===== src/rtl/irq_ctrl.sv =====
// Interrupt controller for the 18-bit accumulator processor.
// One request to the ControlBlock, fixed input-over-output priority, no nesting.
module irq_ctrl #(
    parameter int                ADDR_W  = 13,
    parameter logic [ADDR_W-1:0] VEC_IN  = 13'h0010,
    parameter logic [ADDR_W-1:0] VEC_OUT = 13'h0018,
    parameter int                OVF_W   = 4
) (
    input  logic              clk,
    input  logic              rst,
    input  logic              flg_i,
    input  logic              flg_o,
    input  logic              cfg_we,
    input  logic [2:0]        cfg_data,
    input  logic              irq_ack,
    input  logic              irq_ret,
    output logic              irq_req,
    output logic [ADDR_W-1:0] irq_vec,
    output logic [1:0]        irq_src,
    output logic              in_service,
    output logic [2:0]        ie_state,
    output logic [1:0]        pend,
    output logic [OVF_W-1:0]  ovf_i,
    output logic [OVF_W-1:0]  ovf_o
);

    typedef enum logic [1:0] {S_IDLE, S_REQ, S_SVC} state_t;

    state_t            r_state, w_state_nx;
    logic              r_fi_d, r_fo_d;
    logic [1:0]        r_pend, w_pend_nx;
    logic [OVF_W-1:0]  r_ovf_i, r_ovf_o, w_ovf_i_nx, w_ovf_o_nx;
    logic [2:0]        r_ie, w_ie_nx;
    logic              r_req, w_req_nx;
    logic              r_svc, w_svc_nx;
    logic [1:0]        r_src, w_src_nx;
    logic [ADDR_W-1:0] r_vec, w_vec_nx;

    logic              w_edge_i, w_edge_o;
    logic              w_qi, w_qo, w_any;
    logic              w_ack, w_ret, w_clr_i, w_clr_o;
    logic [1:0]        w_win_src;
    logic [ADDR_W-1:0] w_win_vec;

    assign w_edge_i  = flg_i & ~r_fi_d;
    assign w_edge_o  = flg_o & ~r_fo_d;
    assign w_qi      = r_pend[0] & r_ie[1];
    assign w_qo      = r_pend[1] & r_ie[2];
    assign w_any     = r_ie[0] & (w_qi | w_qo);
    assign w_ack     = (r_state == S_REQ) & w_any & irq_ack;
    assign w_ret     = (r_state == S_SVC) & irq_ret;
    assign w_clr_i   = w_ack & w_qi;
    assign w_clr_o   = w_ack & ~w_qi;
    assign w_win_src = w_qi ? 2'b01 : 2'b10;
    assign w_win_vec = w_qi ? VEC_IN : VEC_OUT;

    // A new edge on an already-pending source is an overrun, unless
    // that same pend bit is being consumed by the ack this cycle.
    always_comb begin
        w_pend_nx  = r_pend;
        w_ovf_i_nx = r_ovf_i;
        w_ovf_o_nx = r_ovf_o;
        if (w_edge_i) begin
            w_pend_nx[0] = 1'b1;
            if (r_pend[0] & ~w_clr_i & ~(&r_ovf_i))
                w_ovf_i_nx = r_ovf_i + 1'b1;
        end else if (w_clr_i) begin
            w_pend_nx[0] = 1'b0;
        end
        if (w_edge_o) begin
            w_pend_nx[1] = 1'b1;
            if (r_pend[1] & ~w_clr_o & ~(&r_ovf_o))
                w_ovf_o_nx = r_ovf_o + 1'b1;
        end else if (w_clr_o) begin
            w_pend_nx[1] = 1'b0;
        end
    end

    always_comb begin
        w_ie_nx = cfg_we ? cfg_data : r_ie;
        if (w_ack)
            w_ie_nx[0] = 1'b0;
        if (w_ret)
            w_ie_nx[0] = 1'b1;
    end

    always_comb begin
        w_state_nx = r_state;
        w_req_nx   = r_req;
        w_svc_nx   = r_svc;
        w_src_nx   = r_src;
        w_vec_nx   = r_vec;
        unique case (r_state)
            S_IDLE: begin
                if (w_any) begin
                    w_state_nx = S_REQ;
                    w_req_nx   = 1'b1;
                    w_src_nx   = w_win_src;
                    w_vec_nx   = w_win_vec;
                end
            end
            S_REQ: begin
                if (!w_any) begin
                    w_state_nx = S_IDLE;
                    w_req_nx   = 1'b0;
                    w_src_nx   = 2'b00;
                end else begin
                    w_src_nx = w_win_src;
                    w_vec_nx = w_win_vec;
                    if (irq_ack) begin
                        w_state_nx = S_SVC;
                        w_req_nx   = 1'b0;
                        w_svc_nx   = 1'b1;
                    end
                end
            end
            S_SVC: begin
                if (irq_ret) begin
                    w_state_nx = S_IDLE;
                    w_svc_nx   = 1'b0;
                    w_src_nx   = 2'b00;
                end
            end
            default: w_state_nx = S_IDLE;
        endcase
    end

    always_ff @(posedge clk) begin
        if (!rst) begin
            r_state <= S_IDLE;
            r_fi_d  <= 1'b0;
            r_fo_d  <= 1'b0;
            r_pend  <= '0;
            r_ovf_i <= '0;
            r_ovf_o <= '0;
            r_ie    <= '0;
            r_req   <= 1'b0;
            r_svc   <= 1'b0;
            r_src   <= '0;
            r_vec   <= '0;
        end else begin
            r_state <= w_state_nx;
            r_fi_d  <= flg_i;
            r_fo_d  <= flg_o;
            r_pend  <= w_pend_nx;
            r_ovf_i <= w_ovf_i_nx;
            r_ovf_o <= w_ovf_o_nx;
            r_ie    <= w_ie_nx;
            r_req   <= w_req_nx;
            r_svc   <= w_svc_nx;
            r_src   <= w_src_nx;
            r_vec   <= w_vec_nx;
        end
    end

    assign irq_req    = r_req;
    assign irq_vec    = r_vec;
    assign irq_src    = r_src;
    assign in_service = r_svc;
    assign ie_state   = r_ie;
    assign pend       = r_pend;
    assign ovf_i      = r_ovf_i;
    assign ovf_o      = r_ovf_o;

endmodule


===== config.mk =====
export PLATFORM = sky130hd
export DESIGN_NAME = irq_ctrl
export DESIGN_NICKNAME = d
export VERILOG_FILES = /design/src/rtl/irq_ctrl.sv
export SDC_FILE = /design/constraint.sdc
export NUM_CORES = 1
export LEC_CHECK = 0
export CAP_MARGIN = 20
export CORE_ASPECT_RATIO = 1.4
export CORE_UTILIZATION = 44
export CTS_CLUSTER_SIZE = 25
export DETAILED_ROUTE_END_ITERATION = 6
export PLACE_DENSITY = 0.75
export SYNTH_ARGS = -nofsm -noshare
export SYNTH_HDL_FRONTEND = slang
export SYNTH_SLANG_ARGS = --single-unit

===== constraint.sdc =====
create_clock -name clk -period 2.31 [get_ports clk]
set_clock_uncertainty 0.1 [all_clocks]
set_input_delay 0.693 -clock clk [delete_from_list [all_inputs] [get_ports clk]]
set_output_delay 0.693 -clock clk [all_outputs]
set_load 0.01 [all_outputs]

# Word level (Yosys, flattened, before mapping)
# Cells that the tools add are included.
# op_classes
bitwise_logic,22
eq_ne,7
n_reduce_logical,17
mux,25
n_addsub,2
# ops
operator,n
1-bit AND,14
2-bit 2-to-1 mux,7
1-bit 2-to-1 mux,13
2-bit case mux with 3 select lines,2
4-bit AND reduction,3
3-bit AND reduction,3
"4-bit by 1-bit adder with 4-bit output, second input constant",2
"2-bit inequality test, second input constant",4
2-bit nonzero test,4
1-bit inverter,7
2-bit AND reduction,3
3-bit nonzero test,2
4-bit 2-to-1 mux,1
1-bit case mux with 2 select lines,2
"3-bit inequality test, second input constant",1
"2-bit by 1-bit == test with 1-bit output, second input constant",1
"2-bit == test, second input constant",1
2-bit zero test,1
2-bit OR reduction,1
1-bit bitwise OR,1
# totals
inputBits,10
reg_bits,34
output_inout_bits,30
wordCells,86

# Logic depth before layout (Yosys ltp)
# logic_depth
depth_word,10
mapped_depth,6
mapped_depth_nobuf,6

# Worst setup path after synthesis
# Ideal clock, no wire load.
# synth_timing
path_type,in2reg
start,input port irq_ack
end,register r_ovf_o[3] (netlist: ovf_o[3])
setup_time_ns,0.070
t_required_ns,2.140
n_path_buf,0
slack_ns,0.281
arrival_time_ns,1.860
stages,4
path_cell_list,and3_4 > a311o_1 > or4_1 > a21oi_1
# synth_via
elab_chain_len,6
# synth_lines
item,line_no,source
"start, declared",15,"input logic irq_ack,"
1-bit AND,50,assign w_ack = (r_state == S_REQ) & w_any & irq_ack;
1-bit AND,53,assign w_clr_o = w_ack & ~w_qi;
1-bit inverter,72,if (r_pend[1] & ~w_clr_o & ~(&r_ovf_o))
1-bit AND (2 in series),72,
2-bit AND reduction (no line),n/a,
"end signal, assigned",147,r_ovf_o <= w_ovf_o_nx;
"end, declared",32,"logic [OVF_W-1:0] r_ovf_i, r_ovf_o, w_ovf_i_nx, w_ovf_o_nx;"
# No other way between the ends.
# A chain may end at the register's enable or synchronous reset.

# Worst setup path in the final report
# Same ends and word-level chain as after synthesis.

==> run summary <==
Detail Route Antenna Nets = 0
Clk_lat worst skew = 320 ps
Synth Flop Type = dfxtp_1
EDFF count, synth = 0
Full die area = 2884 um^2
FMAX = 454.5 MHz
Layout cells sized above 1 = 6.548%
Max-slew violation count = 0
Total negative setup slack = 0 ps
Leakage = 0.0005783 uW
CTS max path bufs = 2
Initial antenna violation count = 0
Netlist cell types = 39
VDD IR-drop max = 0.0003863 V
Clk slew on worst S/H paths = 130 ps
CTS root buf = clkbuf_4
Routed len/inst = 11.92 um
Min cycle time layout = 2200 ps
Detailed Route Iter0 Violations = 30
Synth async-reset ratio = 0%
Initial cell density of the core = 47.57%
Setup repair bufs after CTS = 0
Total Routing Usage GR = 18.78%
Die height = 63.14 um
Crit path capture type = register
Final hold violation count = 0
Vias in the first global route = 961
Width of the die = 45.67 um
I/O pins = 40
Drt drc = 0
Post-Syn Instances = 134
Power per cell area = 605.8 nW/um^2
Most common cell after layout, fill and taps aside = clkdlybuf4s50_1
Core region area = 2470 um^2
Cts bufs inserted = 3
Post-Route WL = 2408 um
Worst EP required = 2460 ps
PortBufs = 28
First-pass GRT wire length = 4071 um
RSZ-0062 raised after global routing = no
GP Congestion = 0.7618
CTS tree = done
Max Cap Viol = 0
Worst min path class = register to register
Final worst slack = 109.6 ps
Pin count of the biggest net entering global routing = 14
Placement Rows = 21
Dpl ws = -200.7 ps
Nets = 184
Overflow after GRT = 0
Worst setup SP type = input port
Status = complete, no violations
Yosys reg bits = 23
Via count = 1,049
Worst hold margin = 353.9 ps
Register area share after synthesis = 39.19%
Leading cell types in the layout, fill and taps excluded = 28 x clkdlybuf4s50_1, 23 x dfxtp_1, 14 x a21oi_1, 11 x conb_1, 9 x nand2_1
Yosys warning count = 0
Detailed placement HPWL = 1917 um
Core Util, Final = 60.99%
WP data arrival = 2350 ps
ANT cells = 0
Mapped Area = 1175 um^2
Post-cts hold buffer count = 0
Avg Cell Area, Syn = 8.768 um^2
Endpoints failing setup = 0
Critical path class = input port to register
H-tree levels = 1
Resize count post-CTS = 0
Sink Count = 23
CP max FO = 3
Non-filler cells, final = 202
Area growth syn-to-layout = 28.22%
Placed cell count = 198
Routed vias/inst = 5.193
Fin crit share = 95.26%
Layout fillers = 239
Drt pass-1 iters = 4
-- state kept, by name, summed over array words and instances, names as in the netlist --
signal,flops
r_fo_d,1
in_service,1
irq_src,2
ovf_i,4
r_state,2
pend,2
irq_vec,2
r_fi_d,1
ovf_o,4
ie_state,3
irq_req,1
-- cells in the mapped netlist (2+ instances only) --
cell type	instances	area share [%]
a211oi_1	2	1.3
a21oi_1	14	6.0
and2_1	3	1.6
buf_4	11	7.0
clkbuf_1	2	0.64
dfxtp_1	23	39
ha_1	5	5.3
inv_1	7	2.2
mux2i_1	5	4.3
nand2_1	9	2.9
nand3_1	5	2.1
nand4_1	2	1.1
nor2_1	6	1.9
nor2b_1	3	1.6
o211ai_1	2	1.3
o21a_1	2	1.3
o21ai_0	8	3.4
o31ai_1	2	1.3
or3_1	3	1.6
-- worst paths after layout --
check | from | to | slack, ps | depth (start not counted)
setup reg to reg | r_state[1] | ovf_o[3] | 230 | 6
hold reg to reg | irq_vec[4] | irq_vec[4] | 350 | 2
hold / removal | irq_vec[4] | irq_vec[4] | 350 | 2
setup / recovery | irq_ack | ovf_o[3] | 110 | 5
-- stage by stage --
stage                     cell area, um^2  power [uW]
after floorplan                      1212       652.3
after global placement               1479       725.6
after detailed placement             1479       735.3
after CTS                            1506       926.9
after global routing                 1506       975.4
final                                1506       912.6
-- final cells by class --
| class | count | area (um^2) | area share [%] |
|---|---|---|---|
| clock buffer | 3 | 22.52 | 1.495 |
| sequential | 23 | 460.4 | 30.56 |
| inverter | 7 | 26.28 | 1.744 |
| tap | 34 | 42.54 | 2.824 |
| timing repair buffer | 34 | 325.3 | 21.59 |
| multi-input combinational | 100 | 624.3 | 41.45 |
| clock inverter | 1 | 5.005 | 0.3322 |
-- worst max-delay path: stages --
cell,delay [ps]
clkdlybuf4s50_1,430
and3_4,200
a311o_1,360
or4_1,520
a21oi_1,140
-- kinds of logic after synthesis --
logic type | Yosys count | synth area share, %
DFF | 23 | 39.19
and+or+nand+nor | 38 | 17.36
buffers and inverters | 21 | 10.86
muxes | 5 | 4.260
xor gates and xnor gates | 1 | 0.7456
other | 1 | 0.3192
adders and majority gates | 5 | 5.325
AOI/OAI and AO/OA | 40 | 21.94
-- report_power, final --
part / leakage, uW / internal [uW] / total, uW / switching [uW]
clock network: 0.0000177 / 64.8 / 186 / 121
logic: 0.000373 / 132 / 275 / 143
registers: 0.000188 / 427 / 451 / 23.9
total: 0.000578 / 624 / 913 / 288
-- per-layer routing --
metal  share of wire, %  global-route usage, %  vias up
met3                3.9                  3.438        4
met4                1.8                  10.23        0
met1                 42                  22.61      486
met5                  0                      0        -
li1                   -                      -      527
met2                 52                  30.00       32
No activity file was read; power rests on OpenSTA's default activity.
